## config.mk

```make
export PLATFORM = sky130hd
export DESIGN_NAME = spi_slave
export DESIGN_NICKNAME = d
export VERILOG_FILES = /design/src/rtl/spi_slave.sv
export SDC_FILE = /design/constraint.sdc
export NUM_CORES = 1
export LEC_CHECK = 0
export CAP_MARGIN = 5
export CORE_MARGIN = 2
export CORE_UTILIZATION = 40
export CTS_BUF_LIST = sky130_fd_sc_hd__clkbuf_4 sky130_fd_sc_hd__clkbuf_8 sky130_fd_sc_hd__clkbuf_16
export DETAILED_ROUTE_END_ITERATION = 10
export PLACE_DENSITY_LB_ADDON = 0.08
export RECOVER_POWER = 25
export SETUP_SLACK_MARGIN = 0.05
export SLEW_MARGIN = 0
export SYNTH_ARGS = -nofsm -noshare
export SYNTH_HDL_FRONTEND = slang
export SYNTH_SLANG_ARGS = --single-unit
```

## constraint.sdc

```tcl
create_clock -name clk -period 2.4 [get_ports clk]
set_input_delay 0.36 -clock clk [delete_from_list [all_inputs] [get_ports clk]]
set_output_delay 0.36 -clock clk [all_outputs]
set_load 0.02 [all_outputs]
```

## src/rtl/spi_slave.sv

```systemverilog
// SPI slave front end for the SPI RAM: MOSI frames to rx_data words, RAM read data out on MISO.
// Define SPI_SLAVE_SVA_EN to compile in the protocol assertions.
module spi_slave #(
  parameter int ADDR_SIZE = 8
) (
  input  logic                 clk,
  input  logic                 rst_n,
  input  logic                 SS_n,
  input  logic                 MOSI,
  output logic                 MISO,
  output logic [ADDR_SIZE+1:0] rx_data,
  output logic                 rx_valid,
  input  logic [ADDR_SIZE-1:0] tx_data,
  input  logic                 tx_valid
);

  localparam int RW = ADDR_SIZE + 2;
  localparam int CW = $clog2(RW);
  localparam int TW = $clog2(ADDR_SIZE + 1);

  typedef enum logic [2:0] {
    IDLE      = 3'd0,
    CHK_CMD   = 3'd1,
    WRITE     = 3'd2,
    READ_ADD  = 3'd3,
    READ_DATA = 3'd4
  } state_e;

  state_e            state_q, state_d;
  logic [CW-1:0]     bit_cnt_q, bit_cnt_d;
  logic [RW-2:0]     shift_q, shift_d;
  logic              rx_done_q, rx_done_d;
  logic [RW-1:0]     rx_data_q, rx_data_d;
  logic              rx_valid_q, rx_valid_d;
  logic              rd_addr_ok_q, rd_addr_ok_d;
  logic [ADDR_SIZE-1:0] tx_sh_q, tx_sh_d;
  logic [TW-1:0]     tx_cnt_q, tx_cnt_d;
  logic              tx_busy_q, tx_busy_d;
  logic              tx_done_q, tx_done_d;
  logic              miso_q, miso_d;

  logic [RW-1:0]     rx_word;
  logic              rx_last;
  logic              tx_last;

  assign rx_word = {shift_q, MOSI};
  assign rx_last = (bit_cnt_q == CW'(RW - 1));
  assign tx_last = (tx_cnt_q == TW'(ADDR_SIZE));

  always_comb begin
    state_d      = state_q;
    bit_cnt_d    = bit_cnt_q;
    shift_d      = shift_q;
    rx_done_d    = rx_done_q;
    rx_data_d    = rx_data_q;
    rx_valid_d   = 1'b0;
    rd_addr_ok_d = rd_addr_ok_q;
    tx_sh_d      = tx_sh_q;
    tx_cnt_d     = tx_cnt_q;
    tx_busy_d    = tx_busy_q;
    tx_done_d    = tx_done_q;
    miso_d       = 1'b0;
    if (SS_n) begin
      state_d   = IDLE;
      bit_cnt_d = '0;
      shift_d   = '0;
      rx_done_d = 1'b0;
      tx_sh_d   = '0;
      tx_cnt_d  = '0;
      tx_busy_d = 1'b0;
      tx_done_d = 1'b0;
    end else begin
      unique case (state_q)
        IDLE: state_d = CHK_CMD;
        CHK_CMD: begin
          if (!MOSI)             state_d = WRITE;
          else if (rd_addr_ok_q) state_d = READ_DATA;
          else                   state_d = READ_ADD;
        end
        WRITE, READ_ADD, READ_DATA: begin
          // bits after the tenth are dropped until the frame ends
          if (!rx_done_q) begin
            shift_d = rx_word[RW-2:0];
            if (rx_last) begin
              rx_data_d  = rx_word;
              rx_valid_d = 1'b1;
              rx_done_d  = 1'b1;
              if (state_q == READ_ADD) rd_addr_ok_d = 1'b1;
            end else begin
              bit_cnt_d = bit_cnt_q + CW'(1);
            end
          end
          if (state_q == READ_DATA) begin
            if (tx_busy_q) begin
              if (tx_last) begin
                tx_busy_d    = 1'b0;
                tx_done_d    = 1'b1;
                rd_addr_ok_d = 1'b0;
              end else begin
                miso_d   = tx_sh_q[ADDR_SIZE-1];
                tx_sh_d  = tx_sh_q << 1;
                tx_cnt_d = tx_cnt_q + TW'(1);
              end
            end else if (rx_done_q && !tx_done_q && tx_valid) begin
              tx_sh_d   = tx_data;
              tx_cnt_d  = '0;
              tx_busy_d = 1'b1;
            end
          end
        end
        default: state_d = IDLE;
      endcase
    end
  end

  always_ff @(posedge clk or negedge rst_n) begin
    if (!rst_n) begin
      state_q      <= IDLE;
      bit_cnt_q    <= '0;
      shift_q      <= '0;
      rx_done_q    <= 1'b0;
      rx_data_q    <= '0;
      rx_valid_q   <= 1'b0;
      rd_addr_ok_q <= 1'b0;
      tx_sh_q      <= '0;
      tx_cnt_q     <= '0;
      tx_busy_q    <= 1'b0;
      tx_done_q    <= 1'b0;
      miso_q       <= 1'b0;
    end else begin
      state_q      <= state_d;
      bit_cnt_q    <= bit_cnt_d;
      shift_q      <= shift_d;
      rx_done_q    <= rx_done_d;
      rx_data_q    <= rx_data_d;
      rx_valid_q   <= rx_valid_d;
      rd_addr_ok_q <= rd_addr_ok_d;
      tx_sh_q      <= tx_sh_d;
      tx_cnt_q     <= tx_cnt_d;
      tx_busy_q    <= tx_busy_d;
      tx_done_q    <= tx_done_d;
      miso_q       <= miso_d;
    end
  end

  assign MISO     = miso_q;
  assign rx_data  = rx_data_q;
  assign rx_valid = rx_valid_q;

`ifdef SPI_SLAVE_SVA_EN
  logic ok_evt;
  assign ok_evt = !SS_n &&
    ((state_q == READ_ADD && !rx_done_q && rx_last) ||
     (state_q == READ_DATA && tx_busy_q && tx_last));

  a_rxv_pulse: assert property (@(posedge clk) disable iff (!rst_n)
    rx_valid_q |=> !rx_valid_q);
  a_state_legal: assert property (@(posedge clk) disable iff (!rst_n)
    state_q inside {IDLE, CHK_CMD, WRITE, READ_ADD, READ_DATA});
  a_miso_idle: assert property (@(posedge clk) disable iff (!rst_n)
    SS_n |=> !miso_q);
  a_ok_change: assert property (@(posedge clk) disable iff (!rst_n)
    $changed(rd_addr_ok_q) |-> $past(ok_evt));
`endif

endmodule

```

==> flow_metrics.env <==
export IMPL_status="completed"
export IMPL_final_setup_viol_count=0
export IMPL_syn_area_um2=2210
export IMPL_ir_drop_mv=0.334
export IMPL_synth_xor_area_share_pct=0
export IMPL_synth_fp_nets=215
export IMPL_drt_vias_per_instance=5.81
export IMPL_syn2layout_area_growth_pct=20.2
export IMPL_post_cts_resized=0
export IMPL_clockBufferDepth=2
export IMPL_nNetsFinal=239
export IMPL_grt_pass1_wl_mm=8.29
export IMPL_drt_iter0_drc=70
export IMPL_tightest_slew_ns=1.09
export IMPL_wl_per_cell_um=17.2
export IMPL_clkSinkCount=44
export IMPL_num_antenna_cells=0
export IMPL_fin_tns_setup_ns=0
export IMPL_grt_pass1_vias=1698
export IMPL_critical_path_top_delay_family="simple AND/OR/NAND/NOR gates"
export IMPL_rsz0062_at_grt="false"
export IMPL_arrival_ns=2.24
export IMPL_die_area_um2=6120
export IMPL_maxSlewHeadroom_pct=27.2
export IMPL_io_buffers=24
export IMPL_cp_num_buf_inv=1
export IMPL_skew_ns=0.00797
export IMPL_drt_pass1_iterations=4
export IMPL_total_power_w=0.00145
export IMPL_ys_async_sr_fraction_pct=100
export IMPL_yosys_area_share_simple_pct=14.2
export IMPL_max_cap_violations=0
export IMPL_synthMuxAreaShare_pct=9.81
export IMPL_cp_end_kind="register"
export IMPL_critPathLaunchType="register"
export IMPL_synth_ff_type="dfrtp_1"
export IMPL_root_buffer="clkbuf_8"
export IMPL_critPathRequiredTime_ns=2.59
export IMPL_clkLatencyLatePin_ns=0.30
export IMPL_grt_max_degree=45
export IMPL_critPathMaxStageDelay_ns=0.62
export IMPL_place_congestion=0.867
export IMPL_antenna_found_initial=0
export IMPL_cts_tree="built"
export IMPL_ys_seq_area_share_pct=49.9
export IMPL_routed_wl_mm=5.07
export IMPL_fp_dieH_um=78.3
export IMPL_drive_gt1_share_pct=17.9
export IMPL_drv_slew=0
export IMPL_numCtsBuffers=5
export IMPL_initial_core_util_pct=40.8
export IMPL_clk_pin_slew_ns=0.09
export IMPL_path_cells="or4b_4 -> a211oi_2 -> buf_4 -> mux2_2"
export IMPL_grt_overflow=0
export IMPL_synth_adder_area_share_pct=2.27
export IMPL_slowest_stage="or4b_4"
export IMPL_yosysWarnings=0
export IMPL_synth_seq_cells=44
export IMPL_avgSynthCellArea_um2=11.1
export IMPL_pin_count=25
export IMPL_ant_nets=0
export IMPL_syn_instance_count=198
export IMPL_synth_top_family_by_area="compound AO/OA/AOI/OAI gates"
export IMPL_worstPathMaxFanout=12
export IMPL_cellPowerDensity_nw_per_um2=548
export IMPL_hold_class="input port to async pin"
export IMPL_core_area_um2=5410
export IMPL_remaining_drc_errors=0
export IMPL_track_usage_pct=17.3
export IMPL_routed_via_count=1713
export IMPL_fin_crit_sh_pct=85.7
export IMPL_fp_row_count=27
export IMPL_ys_types=46
export IMPL_postCtsHoldBufs=0
export IMPL_fmax_mhz=486
export IMPL_cts_setup_buffers=0
export IMPL_synth_compound_area_share_pct=19.1
export IMPL_die_x_um=78.3
export IMPL_synth_edff_count=0
export IMPL_nFillCells=500
export IMPL_h_tree_depth=2
export IMPL_hold_viol_final=0
export IMPL_post_dp_hpwl_mm=3.36
export IMPL_critPathKind="register to register"
export IMPL_leakage_nw=1.06
export IMPL_fin_crit_ns=2.06
[power breakdown]
group	switching (W)	internal (W)
combinational	0.0000646	0.0000502
sequential	0.00000830	0.000750
clock	0.000267	0.000314
total	0.000340	0.00111
[stage by stage]
step                      cells  setup slack [ns]  hold WS [ns]  cell area [um2]  util [%]
final                       295             0.344         0.253             2650      49.1
after global routing        295             0.229         0.349             2650      49.1
after CTS                   295             0.336         0.240             2650      49.1
after detailed placement    287             0.328         0.482             2540      46.9
after global placement      287             0.389         0.488             2540      46.9
after floorplan             198             0.638        0.0644             2210         -
[placed cells by master, fill, tap and decap left out, drive strengths merged, types with 2 or more instances in the layout]
cell	netlist	routed
mux2i	7	7
nor2	4	4
nand3	11	11
nor4bb	2	2
nor2b	5	5
o211ai	10	10
o32ai	2	2
nor3	2	2
nand3b	2	2
mux2	13	13
dfrtp	44	44
nand2b	4	4
a221oi	7	7
clkinv	0	2
ha	4	4
clkbuf	12	6
clkdlybuf4s50	0	23
a21oi	18	18
or4bb	2	2
or3b	2	2
nand2	4	4
a211oi	11	11
buf	7	12
inv	5	5
[worst paths after layout]
path / slack [ns] / from / cells past startpoint / to
worst max register to register: 0.34 / state_q[2] / 4 / rx_data[9]
worst min register to register: 0.51 / rx_data[4] / 1 / rx_data[4]
worst max-delay path: 0.34 / state_q[2] / 4 / rx_data[9]
max in group asynchronous: 1.48 / rst_n / 1 / rd_addr_ok_q
min in group clk: 0.51 / rx_data[4] / 1 / rx_data[4]
worst min-delay path: 0.25 / rst_n / 1 / bit_cnt_q[0]
[cells in the mapped netlist (4+ instances only)]
| master | number | area, um2 |
|---|---|---|
| inv_1 | 5 | 18.8 |
| nor2b_1 | 5 | 31.3 |
| ha_1 | 4 | 50.1 |
| a211oi_1 | 10 | 75.1 |
| nor2_1 | 4 | 15.0 |
| nand2_1 | 4 | 15.0 |
| dfrtp_1 | 44 | 1100 |
| buf_2 | 5 | 25.0 |
| clkbuf_1 | 12 | 45.0 |
| o211ai_1 | 10 | 75.1 |
| nand2b_1 | 4 | 25.0 |
| mux2_2 | 13 | 146 |
| nand3_1 | 11 | 55.1 |
| mux2i_1 | 7 | 70.1 |
| a221oi_1 | 7 | 61.3 |
| a21oi_1 | 18 | 90.1 |
[layer usage]
layer	part of all wire (%)	wire length (um)	up-vias	GRT usage [%]
met2	50	2560	36	29.0
met4	1.8	93	0	6.32
li1	-	-	794	-
met1	43	2190	873	21.7
met5	0	0	-	0
met3	4.4	225	10	4.25
[area by class of cell]
class | instances | area (um2) | area share (%)
clock inverters | 3 | 47.5 | 1.79
clock buffers | 5 | 68.8 | 2.59
flip-flops and latches | 44 | 1100 | 41.5
well taps | 72 | 90.1 | 3.40
repair buffers | 36 | 325 | 12.3
inverters | 5 | 18.8 | 0.708
multi-input cells | 130 | 1000 | 37.7
[logic make-up (layout without fill, tap and decap cells)]
| group | count (synthesis) | count (layout) |
|---|---|---|
| simple gates | 48 | 48 |
| mux | 20 | 20 |
| fa+ha+maj | 4 | 4 |
| buf+inv | 24 | 49 |
| flops | 44 | 44 |
| compound gates | 58 | 58 |
[sequential cells by signal, summed over array words and instances, names as in the netlist, 3 cells and up]
name       count
rx_data       10
bit_cnt_q      4
shift_q        9
tx_sh_q        8
state_q        3
tx_cnt_q       4
Power figures use the tool's default switching activity.
